===== src/rtl/uart_pkg.sv =====
// Shared definitions for the UART transmit path: parity modes, FSM states
// and a counter-width helper.
package uart_pkg;

  localparam int PARITY_NONE = 0;
  localparam int PARITY_ODD  = 1;
  localparam int PARITY_EVEN = 2;

  typedef enum logic [2:0] {
    ST_IDLE,
    ST_START,
    ST_DATA,
    ST_PARITY,
    ST_STOP
  } txState_t;

  // Width of a counter that must hold 0..n-1; never narrower than one bit.
  function automatic int ctrWidth(input int n);
    return (n < 2) ? 1 : $clog2(n);
  endfunction

endpackage


===== src/rtl/uart_tx_fifo_if.sv =====
// Producer-side bus of the queued UART transmitter: write strobe, data,
// flow control and line/status outputs.
interface uart_tx_fifo_if
  import uart_pkg::*;
#(
  parameter int DATA_BITS  = 8,
  parameter int FIFO_DEPTH = 4
);

  logic                              i_txDV;
  logic [DATA_BITS-1:0]              i_txData;
  logic                              o_txReady;
  logic                              o_txSerial;
  logic                              o_txBusy;
  logic                              o_txDone;
  logic [ctrWidth(FIFO_DEPTH):0]     o_fifoCount;

  modport master (
    output i_txDV, i_txData,
    input  o_txReady, o_txSerial, o_txBusy, o_txDone, o_fifoCount
  );

  modport slave (
    input  i_txDV, i_txData,
    output o_txReady, o_txSerial, o_txBusy, o_txDone, o_fifoCount
  );

endinterface


===== src/rtl/uart_fifo.sv =====
// Single-clock show-ahead FIFO; rdData always presents the oldest word.
module uart_fifo
  import uart_pkg::*;
#(
  parameter int WIDTH = 8,
  parameter int DEPTH = 4,
  localparam int AW   = ctrWidth(DEPTH)
) (
  input  logic             i_clock,
  input  logic             i_resetN,
  input  logic             push,
  input  logic             pop,
  input  logic [WIDTH-1:0] wrData,
  output logic [WIDTH-1:0] rdData,
  output logic             full,
  output logic             empty,
  output logic [AW:0]      count
);

  localparam logic [AW:0] FULL_COUNT = (AW+1)'(DEPTH);

  logic [WIDTH-1:0] mem [DEPTH];
  logic [AW-1:0]    wrPtr;
  logic [AW-1:0]    rdPtr;
  logic             doPush;
  logic             doPop;

  assign full   = (count == FULL_COUNT);
  assign empty  = (count == '0);
  assign doPush = push && !full;
  assign doPop  = pop && !empty;
  assign rdData = mem[rdPtr];

  // Pointers wrap naturally; the extra count bit separates full from empty.
  always_ff @(posedge i_clock) begin
    if (!i_resetN) begin
      wrPtr <= '0;
      rdPtr <= '0;
      count <= '0;
    end else begin
      if (doPush) wrPtr <= wrPtr + 1'b1;
      if (doPop)  rdPtr <= rdPtr + 1'b1;
      if (doPush && !doPop)      count <= count + 1'b1;
      else if (doPop && !doPush) count <= count - 1'b1;
    end
  end

  always_ff @(posedge i_clock) begin
    if (doPush) mem[wrPtr] <= wrData;
  end

endmodule


===== src/rtl/uart_tx_fifo.sv =====
// Queued UART transmitter with configurable data bits, parity and stop bits;
// frames held in the FIFO go out back-to-back with no idle bit between them.
module uart_tx_fifo
  import uart_pkg::*;
#(
  parameter int CLOCKS_PER_BIT = 104,
  parameter int DATA_BITS      = 8,
  parameter int PARITY         = 0,
  parameter int STOP_BITS      = 1,
  parameter int FIFO_DEPTH     = 4
) (
  input  logic           i_clock,
  input  logic           i_resetN,
  uart_tx_fifo_if.slave  bus
);

  localparam int BCW = ctrWidth(CLOCKS_PER_BIT);
  localparam int ICW = ctrWidth(DATA_BITS);
  localparam int SCW = ctrWidth(STOP_BITS);
  localparam int FCW = ctrWidth(FIFO_DEPTH) + 1;
  localparam logic [BCW-1:0] BIT_LAST    = BCW'(CLOCKS_PER_BIT - 1);
  localparam logic [BCW-1:0] BIT_PRELAST = BCW'(CLOCKS_PER_BIT - 2);
  localparam logic [ICW-1:0] IDX_LAST    = ICW'(DATA_BITS - 1);
  localparam logic [SCW-1:0] STOP_LAST   = SCW'(STOP_BITS - 1);

  txState_t             state;
  logic [BCW-1:0]       bitCnt;
  logic [ICW-1:0]       bitIdx;
  logic [SCW-1:0]       stopIdx;
  logic [DATA_BITS-1:0] shiftReg;
  logic                 parityAcc;
  logic [DATA_BITS-1:0] fifoData;
  logic [FCW-1:0]       fifoCount;
  logic [FCW-1:0]       countNext;
  logic                 fifoFull;
  logic                 fifoEmpty;
  logic                 push;
  logic                 pop;
  logic                 bitEnd;
  logic                 frameEnd;
  logic                 goIdle;

  function automatic logic parityBit(input logic dataXor);
    return (PARITY == PARITY_ODD) ? ~dataXor : dataXor;
  endfunction

  uart_fifo #(
    .WIDTH (DATA_BITS),
    .DEPTH (FIFO_DEPTH)
  ) fifo (
    .i_clock  (i_clock),
    .i_resetN (i_resetN),
    .push     (bus.i_txDV),
    .pop      (pop),
    .wrData   (bus.i_txData),
    .rdData   (fifoData),
    .full     (fifoFull),
    .empty    (fifoEmpty),
    .count    (fifoCount)
  );

  assign push     = bus.i_txDV && !fifoFull;
  assign bitEnd   = (bitCnt == BIT_LAST);
  assign frameEnd = (state == ST_STOP) && bitEnd && (stopIdx == STOP_LAST);
  assign pop      = !fifoEmpty && ((state == ST_IDLE) || frameEnd);
  assign goIdle   = fifoEmpty && ((state == ST_IDLE) || frameEnd);
  assign countNext = fifoCount + FCW'(push) - FCW'(pop);

  assign bus.o_txReady   = !fifoFull;
  assign bus.o_fifoCount = fifoCount;

  always_ff @(posedge i_clock) begin
    if (!i_resetN) begin
      state          <= ST_IDLE;
      bitCnt         <= '0;
      bitIdx         <= '0;
      stopIdx        <= '0;
      bus.o_txSerial <= 1'b1;
      bus.o_txBusy   <= 1'b0;
      bus.o_txDone   <= 1'b0;
    end else begin
      bus.o_txBusy <= !(goIdle && (countNext == '0));
      // Registered pulse: raised one cycle early so it lands on the last stop clock.
      bus.o_txDone <= (state == ST_STOP) && (stopIdx == STOP_LAST) && (bitCnt == BIT_PRELAST);
      bitCnt       <= bitEnd ? '0 : bitCnt + 1'b1;
      unique case (state)
        ST_IDLE: begin
          bitCnt <= '0;
          if (pop) begin
            state          <= ST_START;
            bus.o_txSerial <= 1'b0;
          end
        end
        ST_START: if (bitEnd) begin
          state          <= ST_DATA;
          bitIdx         <= '0;
          bus.o_txSerial <= shiftReg[0];
        end
        ST_DATA: if (bitEnd) begin
          if (bitIdx == IDX_LAST) begin
            if (PARITY != PARITY_NONE) begin
              state          <= ST_PARITY;
              bus.o_txSerial <= parityBit(parityAcc ^ shiftReg[0]);
            end else begin
              state          <= ST_STOP;
              stopIdx        <= '0;
              bus.o_txSerial <= 1'b1;
            end
          end else begin
            bitIdx         <= bitIdx + 1'b1;
            bus.o_txSerial <= shiftReg[1];
          end
        end
        ST_PARITY: if (bitEnd) begin
          state          <= ST_STOP;
          stopIdx        <= '0;
          bus.o_txSerial <= 1'b1;
        end
        ST_STOP: if (bitEnd) begin
          if (stopIdx == STOP_LAST) begin
            if (pop) begin
              state          <= ST_START;
              bus.o_txSerial <= 1'b0;
            end else begin
              state <= ST_IDLE;
            end
          end else begin
            stopIdx <= stopIdx + 1'b1;
          end
        end
        default: state <= ST_IDLE;
      endcase
    end
  end

  // Shift register and running parity carry data only, so they are not reset.
  always_ff @(posedge i_clock) begin
    if (pop) begin
      shiftReg  <= fifoData;
      parityAcc <= 1'b0;
    end else if ((state == ST_DATA) && bitEnd) begin
      shiftReg  <= shiftReg >> 1;
      parityAcc <= parityAcc ^ shiftReg[0];
    end
  end

endmodule


===== src/flat_wrapper.sv =====
// flat-port wrapper written by rule: the top's interface ports become plain ports
module uart_tx_fifo_flat import uart_pkg::*;
#(
  parameter int CLOCKS_PER_BIT = 104,
  parameter int DATA_BITS      = 8,
  parameter int PARITY         = 0,
  parameter int STOP_BITS      = 1,
  parameter int FIFO_DEPTH     = 4
)
  (i_clock, i_resetN, bus_i_txDV, bus_i_txData, bus_o_txReady, bus_o_txSerial, bus_o_txBusy, bus_o_txDone, bus_o_fifoCount);
  uart_tx_fifo_if #(.DATA_BITS(DATA_BITS), .FIFO_DEPTH(FIFO_DEPTH)) bus_i ();
  input  logic i_clock;
  input  logic i_resetN;
  input wire logic [$bits(bus_i.i_txDV)-1:0] bus_i_txDV;
  input wire logic [$bits(bus_i.i_txData)-1:0] bus_i_txData;
  output wire logic [$bits(bus_i.o_txReady)-1:0] bus_o_txReady;
  output wire logic [$bits(bus_i.o_txSerial)-1:0] bus_o_txSerial;
  output wire logic [$bits(bus_i.o_txBusy)-1:0] bus_o_txBusy;
  output wire logic [$bits(bus_i.o_txDone)-1:0] bus_o_txDone;
  output wire logic [$bits(bus_i.o_fifoCount)-1:0] bus_o_fifoCount;
  assign bus_i.i_txDV = bus_i_txDV;
  assign bus_i.i_txData = bus_i_txData;
  assign bus_o_txReady = bus_i.o_txReady;
  assign bus_o_txSerial = bus_i.o_txSerial;
  assign bus_o_txBusy = bus_i.o_txBusy;
  assign bus_o_txDone = bus_i.o_txDone;
  assign bus_o_fifoCount = bus_i.o_fifoCount;
  uart_tx_fifo #(.CLOCKS_PER_BIT(CLOCKS_PER_BIT), .DATA_BITS(DATA_BITS), .PARITY(PARITY), .STOP_BITS(STOP_BITS), .FIFO_DEPTH(FIFO_DEPTH)) u_core (.i_clock(i_clock), .i_resetN(i_resetN), .bus(bus_i));
endmodule

===== config.mk =====
export PLATFORM = sky130hd
export DESIGN_NAME = uart_tx_fifo_flat
export DESIGN_NICKNAME = d
export VERILOG_FILES = /design/src/rtl/uart_pkg.sv /design/src/rtl/uart_tx_fifo_if.sv /design/src/rtl/uart_fifo.sv /design/src/rtl/uart_tx_fifo.sv /design/src/flat_wrapper.sv
export SDC_FILE = /design/constraint.sdc
export NUM_CORES = 1
export LEC_CHECK = 0
export BUFFER_PORTS_ARGS = -buffer_cell sky130_fd_sc_hd__buf_2
export CAP_MARGIN = 20
export CORE_UTILIZATION = 45
export CTS_CLUSTER_DIAMETER = 40
export DETAILED_ROUTE_END_ITERATION = 16
export PLACE_DENSITY = 0.68
export SYNTH_ARGS = -nofsm -noshare
export SYNTH_HDL_FRONTEND = slang
export SYNTH_HIERARCHICAL = 1
export SYNTH_SLANG_ARGS = --single-unit

===== constraint.sdc =====
create_clock -name i_clock -period 4.6 [get_ports i_clock]
set_input_delay 0.23 -clock i_clock [delete_from_list [all_inputs] [get_ports i_clock]]
set_output_delay 0.23 -clock i_clock [all_outputs]
set_load 0.03 [all_outputs]

# [After elaboration in Yosys (flattened, before gate mapping)]
# Memories as Yosys holds them, arrays and structs flattened. A register that Yosys moved wholly into a read port is not among the register bits.
# Cells that the tools add are included.
[word_totals] register_bits=32 ramBits=32 inputBits=11 out_inout_bits=7 wordCells=105 memories=1
[classes] n_addsub=9 n_eq_ne=16 n_mux=35 bitwise=2 n_reduce_logical=31
[mem_list] name="u_core.fifo.mem" words=4 word_bits=8 rd=1 rd_clocked_by_memory_dff=1 write_ports=1 line_no="uart_fifo.sv:22" source="logic [WIDTH-1:0] mem [DEPTH];"
[ops] op="2-to-1 mux 3 bit" n=12
[ops] op="2-to-1 mux 8 bit" n=2
[ops] op="2-to-1 mux 1 bit" n=15
[ops] op="one-hot mux 3 bit (5 select lines)" n=1
[ops] op="== test 7 bit (second input constant)" n=2
[ops] op="logical AND 1 bit" n=12
[ops] op="!= test 2 x 1 -> 1 bit (second input constant)" n=5
[ops] op="== test 3 bit (second input constant)" n=3
[ops] op="logical NOT 3 bit" n=3
[ops] op="adder 7 x 1 -> 7 bit (second input constant)" n=1
[ops] op="AND reduction 7 bit" n=1
[ops] op="adder 3 x 1 -> 3 bit (second input constant)" n=2
[ops] op="== test 3 x 2 -> 1 bit (second input constant)" n=2
[ops] op="!= test 2 bit (second input constant)" n=3
[ops] op="one-hot mux 3 bit (2 select lines)" n=1
[ops] op="AND reduction 6 bit" n=1
[ops] op="nonzero test 2 bit" n=3
[ops] op="logical NOT 1 bit" n=5
[ops] op="one-hot mux 1 bit (5 select lines)" n=1
[ops] op="AND reduction 5 bit" n=1
[ops] op="nonzero test 5 bit" n=1
[ops] op="adder 2 x 1 -> 2 bit (second input constant)" n=2
[ops] op="2-to-1 mux 2 bit" n=2
[ops] op="AND reduction 4 bit" n=1
[ops] op="10 further kinds" n=11

# [Depth between registers and ports, before layout]
[depth] word_depth=9 ltp_mapped=12 mapped_depth_nobuf=11

# [By module]
# Netlist, hierarchy kept.
[modules_own_cells] module="uart_fifo" n_inst=1 cells_per_inst=90 area_per_inst_um2=1639.1 seq_area_each_um2=1141.1
[modules_own_cells] module="uart_tx_fifo" n_inst=1 cells_per_inst=118 area_per_inst_um2=1257.5 seq_area_each_um2=560.5

# [Least setup slack after synthesis]
# Ideal clock, no wire load.
[synth_timing] kind="reg2reg" start="register u_core.fifo.count[0]" end="register u_core.bus.o_txBusy" setup_time_ps=81 arrival_time_ps=2633 required_time_ps=4519 setup_slack_ps=1886 stages_incl_launch_ff=11 path_buffers=1 period_less_slack_ps=2714 cell_sequence="dfxtp_1 -> nor3_1 -> or3_1 -> a21o_1 -> buf_6 -> xnor2_1 -> ha_1 -> fa_1 -> xnor2_1 -> xnor2_1 -> a41oi_1"
[synth_between] elab_cells_between_ends=12 cone_classes="2 x add/sub; 1 x eq/ne; 9 x reduce/logical"
[synth_lines] element="start, declared" line_no="uart_fifo.sv:17" source="output logic [AW:0] count"
[synth_lines] element="start signal, assigned" line_no="uart_fifo.sv:43" source="if (doPush && !doPop) count <= count + 1'b1;"
[synth_lines] element="start signal, assigned" line_no="uart_fifo.sv:44" source="else if (doPop && !doPush) count <= count - 1'b1;"
[synth_lines] element="logical NOT 3 bit (*)" line_no="uart_fifo.sv:29" source="assign empty = (count == '0);"
[synth_lines] element="net u_core.fifoEmpty" line_no="uart_tx_fifo.sv:36" source="logic fifoEmpty;"
[synth_lines] element="logical NOT 1 bit" line_no="uart_tx_fifo.sv:65" source="assign pop = !fifoEmpty && ((state == ST_IDLE) || frameEnd);"
[synth_lines] element="logical AND 1 bit" line_no="uart_tx_fifo.sv:65"
[synth_lines] element="subtractor 3 x 1 -> 3 bit" line_no="uart_tx_fifo.sv:67" source="assign countNext = fifoCount + FCW'(push) - FCW'(pop);"
[synth_lines] element="logical NOT 3 bit" line_no="uart_tx_fifo.sv:82" source="bus.o_txBusy <= !(goIdle && (countNext == '0));"
[synth_lines] element="logical AND 1 bit (*)" line_no="uart_tx_fifo.sv:82"
[synth_lines] element="logical NOT 1 bit (*)" line_no="uart_tx_fifo.sv:82"
[synth_lines] element="end signal, assigned" line_no="uart_tx_fifo.sv:82"
[synth_lines] element="end, declared" line_no="uart_tx_fifo_if.sv:25" source="output o_txReady, o_txSerial, o_txBusy, o_txDone, o_fifoCount"
# The timed path passes the listed nets; every way through them passes the cells marked *.
# A chain may end at the register's enable or synchronous reset.

# [Final worst setup path]
[layout_timing] start="register u_core.fifo.count[0]" end="register u_core.fifo.count[2]"
[layout_between] elab_chain_cells=7 elab_cells_between_ends=16 cone_classes="2 x add/sub; 1 x eq/ne; 2 x mux; 11 x reduce/logical"
[layout_lines] element="logical NOT 3 bit (*)" line_no="uart_fifo.sv:29"
[layout_lines] element="net u_core.fifoEmpty" line_no="uart_tx_fifo.sv:36"
[layout_lines] element="logical NOT 1 bit (*)" line_no="uart_tx_fifo.sv:65"
[layout_lines] element="logical AND 1 bit (*)" line_no="uart_tx_fifo.sv:65"
[layout_lines] element="net u_core.pop" line_no="uart_tx_fifo.sv:38" source="logic pop;"
[layout_lines] element="logical AND 1 bit (*)" line_no="uart_fifo.sv:31" source="assign doPop = pop && !empty;"
[layout_lines] element="logical NOT 1 bit" line_no="uart_fifo.sv:43"
[layout_lines] element="logical AND 1 bit" line_no="uart_fifo.sv:43"
[layout_lines] element="2-to-1 mux 3 bit or nonzero test 2 bit (tied branches)"
# The timed path passes the listed nets; every way through them passes the cells marked *. The select of a mux whose other input is x is not followed.

==> qor.csv <==
metric;value;unit
prevailing post-synth register cell;edfxtp_1;
ys async rst share;0;%
type of origin of the critical path;flop;
Rows;28;
synthesized cell area;2900;sq um
Syn Area/Cell;13.9;sq um
Final ANT Viol Nets;0;
Seq/Total Area, Yosys;58.7;%
hold slack;103;ps
CP required;4870;ps
Synth Instances;208;
P_sw;0.566;mW
status;finished, final reports clean;
share of layout cells above drive strength 1;23.4;%
clk buf depth;2;
Clock Tree Root;clkbuf_8;
RSZ-0062 raised after global routing;false;
vias in the first global route;1528;
Worst-Skew Late Latency;340;ps
CP Max Fanout;8;
Max stage delay on crit path;420;ps
IO Pins;18;
CP most frequent cell;or3_1;
Worst Skew;8.74;ps
GRT Total Usage;14.9;%
drt wl/cell;14.5;um
die width;82.2;um
GR Util met1;18.7;%
Reg power frac;47.0;%
Sw Ratio;32.1;%
Num CTS Buffers;9;
DRC;0;
Initial Utilization;47.8;%
top cell type's share of synthesized area;41.5;%
LEAKAGE;1.14;nW
H-tree depth;3;
endpoints failing hold;0;
TNS Setup;0;ps
largest net degree at the start of global routing;18;
Slew Limit Fails;0;
Cell variety after synth;46;
final setup violation count;0;
combinational fraction of design power;27.7;%
CP arrival;3270;ps
routability cong.;0.740;
Post-synth EDFFs;40;
Max-Cap Viols;0;
vias per cell;5.15;
total routed wirelength;4430;um
normalized max-slew margin;38.1;%
HP Class;in -> reg;
initial antenna violation count;0;
Hold-fix buffers, CTS;0;
nets;249;
clock network power share;25.2;%
core footprint;6060;sq um
Post-CTS Setup Bufs;0;
First-pass DRT Iterations;4;
clk sink count;65;
area leader, netlist;edfxtp_1;
CP Class;reg -> reg;
DP HPWL;2940;um
Clk pin slew, worst setup/hold paths;80;ps
CP cell instances;nor3_1, or3_1, a21o_1, inv_2, o31ai_2, ha_1, inv_1, fa_1, xor2_1, or3_1, a21boi_1;
yosys warns;6;
P_int;1.20;mW
max frequency;0.334;GHz
Syn Nets;231;
first-pass GRT wire length;7180;um
global routing met2 resource utilization;23.6;%
routed via count;1577;
cts repair resizes;0;
worst vdd ir;0.000322;V
synthesized flop and latch total;65;
largest cells by area after synthesis;edfxtp_1, dfxtp_1, mux4_2;
GRT Residual Overflow;0;
Die Height;82.2;um
antenna cells;0;
full die area;6760;sq um
DRT iter0 DRCs;46;
met3 track demand over resource;4.95;%
port bufs;17;
CP max-delay cell;dfxtp_1;
Least-Margin Pin Slew;913;ps
Tcrit/Tclk final;65.1;%
gr busiest metal;met2;
power density cells;551;nW/um^2
clock period minus worst slack;3000;ps
TritonCTS clock tree;yes;
Area Growth Syn to Fin;10.4;%
CP Capture Type;flop;
-- cells by family after synthesis --
group | after synthesis | share of synthesized area, %
XOR/XNOR | 12 | 3.63
AND/OR/NAND/NOR | 62 | 12.6
multiplexers | 21 | 11.8
buffers and inverters | 18 | 3.24
AO/OA/AOI/OAI | 18 | 4.32
flip-flops | 65 | 58.7
adder cells (fa/ha/maj) | 12 | 5.70
-- synthesized netlist by cell type (5+ instances only) --
| cell | count |
|---|---|
| edfxtp_1 | 40 |
| dfxtp_1 | 25 |
| nand2_1 | 13 |
| nor2_1 | 12 |
| ha_1 | 10 |
| and2_1 | 9 |
| mux4_2 | 8 |
| xnor2_1 | 8 |
| inv_1 | 7 |
| mux2_4 | 6 |
| mux2i_1 | 6 |
| a21oi_1 | 5 |
| nor2b_1 | 5 |
-- worst paths after layout --
kind | slack (ps) | startpoint | end | depth (start not counted)
max | 1600 | u_core/fifo/count[0]$_SDFFE_PN0P_ | u_core/fifo/count[2]$_SDFFE_PN0P_ | 11
min | 100 | bus_i_txData[7] | u_core/fifo/mem[1][7]$_DFFE_PP_ | 1
max reg2reg | 1600 | u_core/fifo/count[0]$_SDFFE_PN0P_ | u_core/fifo/count[2]$_SDFFE_PN0P_ | 11
min reg2reg | 470 | u_core/bitCnt[0]$_SDFF_PP0_ | u_core/bitCnt[0]$_SDFF_PP0_ | 1
-- per-stage QoR --
| step | util, % | cells | worst slack [ps] | area (sq um) | total power, mW |
|---|---|---|---|---|---|
| finish | 52.7 | 306 | 1600 | 3200 | 1.76 |
| global route | 52.7 | 306 | 1420 | 3200 | 1.87 |
| CTS | 52.7 | 306 | 1600 | 3200 | 1.79 |
| detailed placement | 49.7 | 290 | 1620 | 3010 | 1.33 |
| global placement | 49.7 | 290 | 1750 | 3010 | 1.32 |
| floorplan | - | 208 | 1890 | 2900 | 1.24 |
-- state kept, by name, summed over array words and instances (netlist names), named ones only --
| signal | cells |
|---|---|
| u_core/bus.o_txSerial | 1 |
| u_core/shiftReg | 8 |
| u_core/bus.o_txDone | 1 |
| u_core/state | 3 |
| u_core/fifo/rdPtr | 2 |
| u_core/bus.o_txBusy | 1 |
| u_core/bitIdx | 3 |
| u_core/fifo/count | 3 |
| u_core/fifo/wrPtr | 2 |
| u_core/bitCnt | 7 |
| u_core/fifo/mem | 32 |
-- worst max-delay path, delay by kind of cell (launching register included) --
family                   cells  cell delay [ps]
AND/OR/NAND/NOR              3              940
AO/OA/AOI/OAI                3              620
adder cells (fa/ha/maj)      2              610
flip-flops                   1              420
buffers and inverters        2              180
XOR/XNOR                     1              160
-- per-layer routing --
layer,vias to the layer above,wire [um]
met3,4,160
met4,0,36
met2,26,2100
met1,753,2130
met5,-,0
li1,794,-
-- final cells by class --
cell class / instances / area, sq um
Tap cell: 75 / 93.8
Clock inverter: 7 / 61.3
Multi-Input combinational cell: 125 / 1100
Timing Repair Buffer: 17 / 85.1
Inverter: 8 / 30.0
Sequential cell: 65 / 1700
Clock buffer: 9 / 124
Fill cell: 514 / 2860
-- placed cells by master, fill, tap and decap left out, drive strengths merged, types with 4 or more instances in the layout --
master	netlist	routed
mux2	7	7
inv	8	11
nor2b	5	5
nand3	5	5
nand2	13	13
ha	10	10
and2	9	9
mux2i	6	6
edfxtp	40	40
mux4	8	8
clkbuf	3	9
xor2	4	4
a21oi	5	5
buf	7	17
xnor2	8	8
dfxtp	25	25
nor2	12	12
-- power groups by stage --
stage,Sequential [mW],Clock [mW],Combinational (mW)
2_1_floorplan,0.836,0,0.408
3_3_place_gp,0.841,0,0.484
3_5_place_dp,0.843,0,0.492
4_1_cts,0.831,0.464,0.494
5_1_grt,0.844,0.479,0.542
6_report,0.829,0.445,0.488
Power figures use the tool's default switching activity.
